--- src/rtl/msk_reg_pipe.sv ---
// -----------------------------------------------------------------------------
// msk_reg_pipe
//   Elastic, bubble-collapsing register pipeline for masked sharings.
//   Each stage holds one sharing (count*d bits) plus a valid flag. Share bits
//   are only ever moved as a whole word from one stage to the next and are
//   never combined, so every output bit depends only on the same input bit
//   position.
//
// Parameters
//   d      : shares per masked bit (>= 1)
//   count  : masked bits carried (>= 1)
//   DEPTH  : number of pipeline stages (>= 1)
//
// Ports
//   clk        : clock, all state updates on the rising edge
//   rst        : synchronous active-high reset (clears flags and data)
//   flush      : synchronous clear of all valid flags (data untouched)
//   in_valid   : upstream offers a sharing on in
//   in_ready   : pipeline accepts in this cycle
//   in         : input sharing
//   out_valid  : out holds a valid sharing
//   out_ready  : downstream accepts out this cycle
//   out        : output sharing, straight from the last stage register
//   occupancy  : registered count of valid stages
// -----------------------------------------------------------------------------
module msk_reg_pipe #(
    parameter int d     = 2,
    parameter int count = 1,
    parameter int DEPTH = 2
) (
    input  logic                           clk,
    input  logic                           rst,
    input  logic                           flush,
    input  logic                           in_valid,
    output logic                           in_ready,
    input  logic [count*d-1:0]             in,
    output logic                           out_valid,
    input  logic                           out_ready,
    output logic [count*d-1:0]             out,
    output logic [$clog2(DEPTH+1)-1:0]     occupancy
);

    localparam int W  = count * d;
    localparam int OW = $clog2(DEPTH + 1);

    logic [DEPTH-1:0] v;
    logic [DEPTH-1:0] v_next;
    logic [DEPTH-1:0] acc;
    logic [DEPTH-1:0] src_valid;
    logic [DEPTH-1:0] load;
    logic [W-1:0]     data     [DEPTH];
    logic [W-1:0]     src_data [DEPTH];
    logic [OW-1:0]    occ_next;
    logic             push;

    // Stage k may advance when a bubble exists at or downstream of k, or the
    // consumer takes the head. Built with a running variable so the chain
    // does not read back its own output vector.
    always_comb begin
        logic a;
        // NOTE: every always_comb output gets a default before any branch so
        // no path leaves it unassigned, which would infer a latch.
        acc = '0;
        a   = out_ready;
        for (int k = DEPTH - 1; k >= 0; k--) begin
            a      = ~v[k] | a;
            acc[k] = a;
        end
    end

    assign in_ready = acc[0] & ~flush & ~rst;
    assign push     = in_valid & in_ready;

    // Source of each stage: the input port for stage 0, the previous stage
    // otherwise.
    always_comb begin
        src_valid    = '0;
        src_valid[0] = push;
        src_data[0]  = in;
        for (int k = 1; k < DEPTH; k++) begin
            src_valid[k] = v[k-1];
            src_data[k]  = data[k-1];
        end
    end

    // Flush clears the flags but must not disturb the data registers, so it
    // also gates the data load enables.
    always_comb begin
        v_next   = v;
        load     = '0;
        occ_next = '0;
        for (int k = 0; k < DEPTH; k++) begin
            if (flush) begin
                v_next[k] = 1'b0;
            end else if (acc[k]) begin
                v_next[k] = src_valid[k];
                load[k]   = src_valid[k];
            end
        end
        for (int k = 0; k < DEPTH; k++) begin
            occ_next = occ_next + OW'(v_next[k]);
        end
    end

    // NOTE: sequential state uses non-blocking assignments so every stage
    // samples its source's pre-edge value and the shift does not ripple.
    always_ff @(posedge clk) begin
        if (rst) begin
            v         <= '0;
            occupancy <= '0;
            // NOTE: the data registers are cleared on reset as well, so no
            // stale share material is left visible on out after a reset.
            for (int k = 0; k < DEPTH; k++) begin
                data[k] <= '0;
            end
        end else begin
            v         <= v_next;
            occupancy <= occ_next;
            for (int k = 0; k < DEPTH; k++) begin
                if (load[k]) begin
                    data[k] <= src_data[k];
                end
            end
        end
    end

    assign out_valid = v[DEPTH-1];
    assign out       = data[DEPTH-1];

endmodule

--- config.mk ---
export PLATFORM = sky130hd
export DESIGN_NAME = msk_reg_pipe
export DESIGN_NICKNAME = d
export VERILOG_FILES = /design/src/rtl/msk_reg_pipe.sv
export SDC_FILE = /design/constraint.sdc
export NUM_CORES = 1
export LEC_CHECK = 0
export ABC_AREA = 1
export BUFFER_PORTS_ARGS = -buffer_cell sky130_fd_sc_hd__buf_2
export CORE_AREA = 5 5 42 44
export CTS_CLUSTER_DIAMETER = 80
export DETAILED_ROUTE_END_ITERATION = 10
export DIE_AREA = 0 0 47 49
export PLACE_DENSITY = 0.58
export SETUP_SLACK_MARGIN = 0.15
export SYNTH_ARGS = -nofsm -noshare
export SYNTH_HDL_FRONTEND = slang
export SYNTH_SLANG_ARGS = --single-unit
--- constraint.sdc ---
create_clock -name clk -period 1.4 [get_ports clk]
set_clock_uncertainty 0.05 [all_clocks]
set_input_delay 0.35 -clock clk [delete_from_list [all_inputs] [get_ports clk]]
set_output_delay 0.35 -clock clk [all_outputs]
set_load 0.01 [all_outputs]
==> summary.md <==
| Metric | Value |
|---|---|
| Antenna Nets Post-Route | 0 |
| Slack of the worst reg-to-reg path | 0.21 ns |
| Fin util | 0.373 |
| DRT Pass-1 Iters | 4 |
| CTS Buffer Depth | 2 |
| Non-Filler Instances | 78 |
| Pwr/cell area | 969 nW/um2 |
| Seq/Total Area, Yosys | 0.521 |
| Initial antenna violation count | 0 |
| Yosys warning count | 0 |
| Gr usage total | 0.0722 |
| TNS Setup | 0 ns |
| Worst R2R End | occupancy[0] |
| Antenna cell count | 0 |
| Data required, critical path | 1.00 ns |
| Synth top cells by count | 13 x inv_1, 6 x nand2_1, 5 x a21oi_1 |
| Main flop type after synthesis | edfxtp_1 |
| Fillers | 164 |
| Count leader, synth | inv_1 |
| Met3 routed WL | 78 um |
| # IOs | 13 |
| Pre-CTS setup slack | 0.0298 ns |
| Residual DRC | 0 |
| Synth area leaders | edfxtp_1 31%, dfxtp_1 21%, inv_1 13% |
| Type of the worst setup path | flop to output port |
| Worst skew pair latency | 0.25 ns |
| Mean Syn Cell Area | 8.73 um2 |
| Final wirelength | 726 um |
| Vias in the first global route | 281 |
| Final worst-path cycle share | 0.916 |
| Hold path startpoint | rst |
| CTS tree | built |
| Syn-to-layout area delta | 36.2% |
| Final WS setup | 0.118 ns |
| Hold depth | 2 |
| Rel. slew slack | 0.893 |
| Max-cap violations | 0 |
| Worst IR drop on VDD | 346 uV |
| Port bufs | 12 |
| Outcome | complete, no violations |
| Global-route wire length before repair | 1.11 mm |
| Starting Density | 0.274 |
| Worst flop-to-flop path startpoint | v[1] |
| Hold crit path type | primary input to flop |
| Post-DR wirelength/cell | 9.31 um |
| Crit path launch type | flop |
| Ys async rst share | 0 |
| Worst Max-Slew Pin Slew | 0.160 ns |
| DRT met1 WL | 307 um |
| Largest net degree at the start of global routing | 6 |
| Syn nets | 52 |
| Via/cell ratio | 4.10 |
| Hold-fix buffers at CTS | 0 |
| Die Span Y | 49 um |
| Share of the synthesized area in the top cell type | 0.313 |
| Root Driver | clkbuf_4 |
| Highest routed layer | met3 |
| Sink of the worst hold path | occupancy[1] |
| Path depth of the worst reg2reg path | 6 |
| Rows | 14 |
| CTS H-tree depth | 1 |
| Pwr Total | 507 uW |
| CP Max Fanout | 2 |
| Achievable frequency | 780 MHz |
| Horiz. Die Dim | 47 um |
| Mapped Cells | 44 |
| Vias | 320 |
| EDFF count, synth | 4 |
| Unrepaired setup endpoints after global routing | true |
| Fin. Hold Viols | 0 |
| Biggest cell delay along the critical path | 0.34 ns |
| Minimum clock period | 1.28 ns |
| CP Capture Type | output port |
| Hpwl dp | 520 um |
| Gpl congestion | 0.727 |
| Fin nets | 71 |
| Final Max Tran Viols | 0 |
| Static leakage | 0.000272 uW |
| GR Overflow Total | 0 |
| Clk sink count | 8 |
| CP arrival | 0.88 ns |
| Synth area leader | edfxtp_1 |
| CP max stage cell | dfxtp_2 |
| Share of cells above drive strength 1 | 0.419 |
| CP cell instances | nand3_2, nand2_1, inv_1, buf_2 |
| Met2 wire length | 339 um |
| Full die area | 2300 um2 |
| Final setup viols | 0 |
| Num CTS Buffers | 3 |
| Synth unique cells | 14 |
| Clock-pin slew on the worst setup and hold paths | 0.06 ns |
| Synth Register Bits | 8 |
| Post-Syn Area | 384 um2 |
| Placed Instances | 71 |
| Core ar. | 1400 um2 |
| Iter 0 DRT Violations | 13 |
per-layer routing:
layer,global-route usage,vias up
met4,0.0553,0
met1,0.0895,139
li1,-,168
met5,0,-
met2,0.0860,13
met3,0.0443,0
metrics by stage:
stage	area (um2)	hold slack [ns]
after floorplan	384	0.371
after global placement	457	0.499
after detailed placement	457	0.500
after CTS	513	0.278
after global routing	523	0.279
final	523	0.280
power by group:
| group | internal (uW) | total (uW) | switching, uW | leakage, uW |
|---|---|---|---|---|
| registers | 256 | 259 | 2.65 | 0.0000752 |
| clock network | 109 | 194 | 84.6 | 0.0000150 |
| logic | 23.7 | 54.3 | 30.6 | 0.000182 |
flip-flops by register name, indices dropped and copies added, names as in the netlist:
register,count
occupancy,2
data,4
v,2
repair_timing:
action | CTS | global route
setup buffers | 3 | 0
setup endpoints to repair | 1 | 3
gates resized for setup | 3 | 3
pin swaps | 1 | 0
critical path: cells and delay by family, from the launching register on:
| family | cells | cell delay (ns) |
|---|---|---|
| flops | 1 | 0.34 |
| simple gates | 2 | 0.13 |
| buf+inv | 2 | 0.16 |
cells by family after synthesis:
logic type,after synthesis,synth area share
compound gates,7,0.0912
fa+ha+maj,1,0.0326
buf+inv,15,0.166
flops,8,0.521
simple gates,13,0.189
cell usage in the layout (no fill, tap or decap), drive strengths merged:
master	n
dfxtp	4
and2	1
nor2	3
nand3	3
inv	13
ha	1
nand2	6
edfxtp	4
o21ai	2
clkbuf	4
a21oi	5
buf	16
layout make-up:
class,instances,area [um2],area share
sequential,8,203,0.388
multi-input combinational,21,129,0.246
tap,16,20.0,0.0383
timing repair buffer,16,96.3,0.184
inverter,13,48.8,0.0933
clock buffer,4,26.3,0.0502
worst max path at each step:
stage               cells past startpoint  slack, ns           end   from
CTS                                     4       0.12      in_ready   v[1]
global placement                        9       0.04  occupancy[0]  flush
detailed placement                      9       0.03  occupancy[0]  flush
finish                                  4       0.12      in_ready   v[1]
global route                            4       0.03      in_ready   v[1]
floorplan                               8       0.22  occupancy[0]  flush
(Power assumes the default switching activity.)
